`src/rtl/instr_fetch_unit.sv`:
```
// Instruction fetch unit: PC register, imem request handshake,
// single-entry instruction hold and misaligned-redirect fault trap.
module instr_fetch_unit #(
    parameter logic [31:0] RESET_PC = 32'h0000_0000
) (
    input  logic        clk,
    input  logic        rst,
    input  logic        PCSrc,
    input  logic [31:0] PCTarget,
    input  logic        stall,
    output logic        imem_req,
    output logic [31:0] imem_addr,
    input  logic [31:0] imem_rdata,
    input  logic        imem_ack,
    output logic [31:0] Instr,
    output logic [31:0] PC,
    output logic [31:0] PCPlus4,
    output logic        instr_valid,
    output logic        misalign_err
);

    localparam logic [31:0] NOP = 32'h0000_0013;

    typedef enum logic [1:0] {
        FETCH = 2'd0,
        HOLD  = 2'd1,
        FAULT = 2'd2
    } state_t;

    state_t      state;
    logic [31:0] pc_q;
    logic [31:0] instr_q;
    logic        valid_q;
    logic        err_q;
    logic [31:0] pc_plus4;
    logic        consume;
    logic        tgt_aligned;

    assign pc_plus4    = pc_q + 32'd4;
    assign consume     = (state == HOLD) && !stall;
    assign tgt_aligned = (PCTarget[1:0] == 2'b00);

    always_ff @(posedge clk or posedge rst) begin
        if (rst) begin
            state   <= FETCH;
            pc_q    <= RESET_PC;
            instr_q <= NOP;
            valid_q <= 1'b0;
            err_q   <= 1'b0;
        end else begin
            unique case (state)
                FETCH: begin
                    if (imem_ack) begin
                        instr_q <= imem_rdata;
                        valid_q <= 1'b1;
                        state   <= HOLD;
                    end
                end
                HOLD: begin
                    if (consume) begin
                        valid_q <= 1'b0;
                        if (!PCSrc) begin
                            pc_q  <= pc_plus4;
                            state <= FETCH;
                        end else if (tgt_aligned) begin
                            pc_q  <= PCTarget;
                            state <= FETCH;
                        end else begin
                            err_q <= 1'b1;
                            state <= FAULT;
                        end
                    end
                end
                FAULT: begin
                    state <= FAULT;
                end
                default: begin
                    // Unreachable encoding: trap rather than fetch garbage
                    valid_q <= 1'b0;
                    err_q   <= 1'b1;
                    state   <= FAULT;
                end
            endcase
        end
    end

    // Request drops the instant reset rises so an in-flight fetch is abandoned
    assign imem_req     = (state == FETCH) && !rst;
    assign imem_addr    = pc_q;
    assign Instr        = instr_q;
    assign PC           = pc_q;
    assign PCPlus4      = pc_plus4;
    assign instr_valid  = valid_q;
    assign misalign_err = err_q;

endmodule

```
`config.mk`:
```
export PLATFORM = sky130hd
export DESIGN_NAME = instr_fetch_unit
export DESIGN_NICKNAME = d
export VERILOG_FILES = /design/src/rtl/instr_fetch_unit.sv
export SDC_FILE = /design/constraint.sdc
export NUM_CORES = 1
export LEC_CHECK = 0
export ABC_AREA = 1
export ABC_CLOCK_PERIOD_IN_PS = 2800
export BUFFER_PORTS_ARGS = -buffer_cell sky130_fd_sc_hd__buf_2
export CORE_AREA = 2 2 120 122
export DETAILED_ROUTE_END_ITERATION = 12
export DIE_AREA = 0 0 122 124
export RECOVER_POWER = 100
export SETUP_SLACK_MARGIN = 0.3
export SKIP_CTS_REPAIR_TIMING = 1
export SLEW_MARGIN = 20
export SYNTH_ARGS = -nofsm -noshare
export SYNTH_HDL_FRONTEND = slang
export SYNTH_SLANG_ARGS = --single-unit
```
`constraint.sdc`:
```
create_clock -name clk -period 2.8 [get_ports clk]
set_input_delay 0.28 -clock clk [delete_from_list [all_inputs] [get_ports clk]]
set_output_delay 0.28 -clock clk [all_outputs]
set_load 0.02 [all_outputs]
```
=== Word level (Yosys, flattened, before mapping) ===
Index checks and enable logic that the tools add are counted.
Widths: inputs -> output; s select.

* $add $sub $neg: 1
* Equal/unequal tests: 7
* Mux-type cells: 14
* Bitwise logic cells: 2
* Reductions and logical operators: 12

{| class="wikitable"
|+ Operators with widths
! operator !! number
|-
| $mux 32 || 2
|-
| $add 32x3->32 const B || 1
|-
| $mux 2 || 4
|-
| $ne 2x2->1 const B || 4
|-
| $reduce_and 3->1 || 2
|-
| $mux 1 || 5
|-
| $logic_not 2->1 || 2
|-
| $pmux 2 s2 || 1
|-
| $reduce_and 2->1 || 2
|-
| $reduce_and 4->1 || 1
|-
| $pmux 1 s3 || 1
|-
| $eq 2x1->1 const B || 1
|-
| $eq 2x2->1 const B || 1
|-
| $logic_and 1x1->1 || 2
|-
| $logic_not 1->1 || 2
|-
| $ne 2x1->1 const B || 1
|-
| $not 1->1 || 2
|-
| $pmux 1 s2 || 1
|-
| $reduce_or 2->1 || 1
|}

* Register bits after elaboration: 68
* Bits of input ports: 69
* Output and inout port bits: 131
* Word-level logic and storage cells: 41

=== Depth between registers and ports, before layout ===
* Word-level depth: 5
* Mapped depth: 10
* Depth with buffers taken out: 10

=== Least setup slack after synthesis ===
No wires, ideal clock.

* Path kind: flip-flop to flip-flop
* Start point: register pc_q[3] (netlist: PC[3])
* End point: register pc_q[12] (netlist: PC[12])
* Setup time: 0.077 ns
* Data arrival time: 1.743 ns
* Required time: 2.723 ns
* Path slack: 0.980 ns
* Stages on the path, launching flop included: 8
* Path buffers: 0
* Clock period less this slack: 1.820 ns
* Cell sequence: dfrtp_1 > ha_1 > nand2_2 > nor2_4 > nand3_1 > xor2_1 > nand2_1 > a21oi_1

* Cells in the longest elaborated chain, start to end: 2

{| class="wikitable"
|+ RTL lines
! item !! RTL line !! RTL
|-
| start: declaration || 31 || <nowiki>logic [31:0] pc_q;</nowiki>
|-
| start signal: assignment || 63 || <nowiki>pc_q <= pc_plus4;</nowiki>
|-
| start signal: assignment || 66 || <nowiki>pc_q <= PCTarget;</nowiki>
|-
| $add 32x3->32 || 39 || <nowiki>assign pc_plus4 = pc_q + 32'd4;</nowiki>
|-
| via PCPlus4[12] || 17 || <nowiki>output logic [31:0] PCPlus4,</nowiki>
|-
| $mux 32 || 62 || <nowiki>if (!PCSrc) begin</nowiki>
|}

The timed path passes the listed nets, and every way through them passes these cells.
A chain may end at the register's enable or synchronous reset.

=== Worst setup path after layout ===
* Start point: register pc_q[3] (netlist: PC[3])
* End point: output port PCPlus4[30]

* Cells in the longest elaborated chain, start to end: 1

{| class="wikitable"
|+ RTL lines
! item !! RTL line
|-
| $add 32x3->32 || 39
|-
| end: declaration || 17
|}

Every way passes these cells.

==> impl_metrics.sql <==
INSERT INTO impl_metrics (metric_group, metric, value, unit) VALUES
('logic_synthesis', 'yosys.area_share.simple', '29.8', '%'),
('final_layout', 'synth_to_final_area_change', '26.4', '%'),
('final_layout', 'post_route_cells_drive_above_1_share', '21.6', '%'),
('floorplanning', 'die_width', '122', 'um'),
('detailed_routing', 'detail-route-antenna-nets', '0', ''),
('detailed_routing', 'dr.pass1.iters', '4', ''),
('min_path', 'timing.hold.worst.class', 'in2reg', ''),
('power_and_ir_drop', 'pwr_density_cell', '1300', 'nW/um^2'),
('sta', 'postLayoutSetupSlackWorst', '0.390', 'ns'),
('critical_path', 'crit_buf_inv', '1', ''),
('detailed_routing', 'drt_drc_violations_left', '0', ''),
('sta', 'finalClockSkew', '0.00727', 'ns'),
('logic_synthesis', 'synth-seq-cells', '68', ''),
('sta', 'grt_setup_unrepaired', 'no', ''),
('outcome', 'violations', 'max-capacitance violations, max-slew violations', ''),
('power_and_ir_drop', 'vdd.ir_drop.worst', '0.568', 'mV'),
('floorplanning', 'io-pin-count', '200', ''),
('logic_synthesis', 'average_instance_area_after_synthesis', '7.80', 'um^2'),
('floorplanning', 'initial_utilization', '29.6', '%'),
('outcome', 'run_status', 'complete, but fails checks', ''),
('power_and_ir_drop', 'power.total', '6.68', 'mW'),
('power_and_ir_drop', 'power_switching', '3.38', 'mW'),
('min_path', 'hold_depth', '3', ''),
('grt', 'maximum_number_of_pins_on_one_net_before_global_route_repair', '44', ''),
('critical_path', 'worstSetupEndpointType', 'output pin', ''),
('floorplanning', 'design.die.area', '15100', 'um^2'),
('detailed_routing', 'detail_route.wirelength', '11.7', 'mm'),
('sta', 'fmaxAchievable', '415', 'MHz'),
('floorplanning', 'die-height', '124', 'um'),
('power_and_ir_drop', 'power_report.internal_total', '3.30', 'mW'),
('clock_tree', 'htree_levels', '3', ''),
('final_layout', 'antennaDiodeCount', '0', ''),
('grt', 'grt_remaining_overflow', '0', ''),
('critical_path', 'critPathKind', 'reg2out', ''),
('grt', 'number_of_global_route_vias_before_repair', '3606', ''),
('sta', 'fin_setup_tns', '0', 'ns'),
('final_layout', 'fin_nets', '756', ''),
('min_path', 'holdCritStartpoint', 'imem_ack', ''),
('final_layout', 'layout.filler_cells', '1530', ''),
('power_and_ir_drop', 'combinationalPowerShare', '50.8', '%'),
('logic_synthesis', 'post_synth_inst_count', '520', ''),
('critical_path', 'cpLargestDelayFamily', 'simple AND/OR/NAND/NOR gates', ''),
('logic_synthesis', 'postSynthNetCount', '590', ''),
('logic_synthesis', 'synth.yosys.warnings', '0', ''),
('logic_synthesis', 'synth-adder-area-share', '0.308', '%'),
('power_and_ir_drop', 'switching_share', '50.6', '%'),
('sta', 'max_transition_margin', '-14.5', '%'),
('critical_path', 'critical_path.slowest_cell', 'sky130_fd_sc_hd__dfrtp_1', ''),
('floorplanning', 'core_region_area', '13700', 'um^2'),
('sta', 'final_min_period_over_clock_period', '86.1', '%'),
('power_and_ir_drop', 'clkPwrFrac', '18.9', '%'),
('sta', 'timing.final.setup_violations', '0', ''),
('detailed_routing', 'wire_per_inst', '13.5', 'um'),
('detailed_routing', 'dr.first_iter.drc_count', '132', ''),
('critical_path', 'r2r_start', 'state[1]', ''),
('job', 'maxCapViolCount', '1', ''),
('detailed_routing', 'drt-vias-per-instance', '4.35', ''),
('grt', 'globalRouteTotalUtil', '16.0', '%'),
('clock_tree', 'tritoncts', 'built', ''),
('grt', 'grt_first_pass_wirelength', '18.4', 'mm'),
('final_layout', 'instances_no_fill', '871', ''),
('logic_synthesis', 'synth-compound-area-share', '5.30', '%'),
('sta', 'timing.final.max_slew_violations', '34', ''),
('sta', 'timing.final.crit_period', '2.41', 'ns'),
('grt', 'grt_antenna_before_repair', '0', ''),
('critical_path', 'worstSetupStartpointType', 'flop', ''),
('logic_synthesis', 'synth_top_family_by_area', 'simple AND/OR/NAND/NOR gates', ''),
('critical_path', 'critical_path.max_fanout', '6', ''),
('placed_design', 'dp_hpwl', '9.04', 'mm'),
('sta', 'worstMarginPinSlew', '1.72', 'ns'),
('critical_path', 'reg2reg_slack', '0.43', 'ns');
cells by family (layout without fill, tap and decap cells):
logic type	Yosys count	in the layout
mux	32	32
xor+xnor	9	9
simple gates	281	281
flops	68	68
buf+inv	87	258
compound gates	42	42
fa+ha+maj	1	1
layer usage:
layer / routed length (um) / GRT usage [%]
met5: 0 / 0
met4: 290 / 7.90
met3: 1010 / 5.08
met2: 5340 / 25.4
met1: 5110 / 19.7
power by group through the flow:
stage	Combinational (mW)	Sequential, mW	Clock, mW
after floorplan	2.20	2.50	0
after global placement	3.67	2.01	0
after detailed placement	3.69	2.02	0
after CTS	3.69	2.02	1.30
after global routing	3.74	2.13	1.34
final	3.40	2.02	1.26
registers in the layout, indices dropped and copies added (netlist names):
| name | count |
|---|---|
| state | 2 |
| misalign_err | 1 |
| Instr | 32 |
| instr_valid | 1 |
| PC | 32 |
layout make-up:
| class | count | area (um^2) | share of cell area, % |
|---|---|---|---|
| Clock buffer | 10 | 239 | 4.66 |
| Clock inverter | 6 | 87.6 | 1.71 |
| Inverter | 38 | 143 | 2.78 |
| Multi-Input combinational cell | 365 | 1850 | 36.1 |
| Sequential cell | 68 | 1710 | 33.3 |
| Tap cell | 180 | 225 | 4.39 |
| Timing Repair Buffer | 204 | 875 | 17.1 |
worst register-to-register path, delay by kind of cell (launching register included):
kind	cells	cell delay (ns)
buffers and inverters	1	1.24
multiplexers	1	0.46
flip-flops	1	0.39
AND/OR/NAND/NOR	2	0.15
how the worst max path moves through the flow:
stage                      from     endpoint  slack [ns]  cells after the start
after floorplan             rst    Instr[10]        0.81                      1
after global placement    PC[3]  PCPlus4[30]        0.92                      8
after detailed placement  PC[3]  PCPlus4[30]        0.89                      8
after CTS                 PC[3]  PCPlus4[30]        0.51                      8
after global routing      PC[4]  PCPlus4[23]        0.20                      7
final                     PC[3]  PCPlus4[30]        0.39                      8
cell usage in the layout (no fill, tap or decap), drive strengths merged, types with 13 or more instances in the layout:
master  instances
o21ai          13
dfrtp          65
clkbuf        132
nor2           90
mux2           32
inv            38
nand3          28
nand2         157
a21oi          26
buf            82
per-stage QoR:
stage | util, % | instance area (um^2) | hold WS (ns)
after floorplan | - | 4060 | 0.425
after global placement | 36.4 | 4990 | 0.453
after detailed placement | 36.4 | 4990 | 0.457
after CTS | 38.8 | 5320 | 0.0850
after global routing | 37.4 | 5130 | 0.156
final | 37.4 | 5130 | 0.161
cells in the mapped netlist, drive strengths merged:
cell type / n / area (um^2)
ha: 1 / 12.5
clkbuf: 4 / 15.0
nor2: 90 / 407
a31oi: 1 / 6.26
dfstp: 3 / 78.8
and2: 3 / 18.8
buf: 45 / 319
mux2: 32 / 360
dfrtp: 65 / 1630
nor3: 2 / 10.0
inv: 38 / 143
nor4: 1 / 6.26
o21bai: 1 / 7.51
nand2: 157 / 627
o22ai: 1 / 6.26
xnor2: 5 / 43.8
nand3: 28 / 140
xor2: 4 / 35.0
a21oi: 26 / 130
o21ai: 13 / 65.1
(Power assumes the default switching activity.)
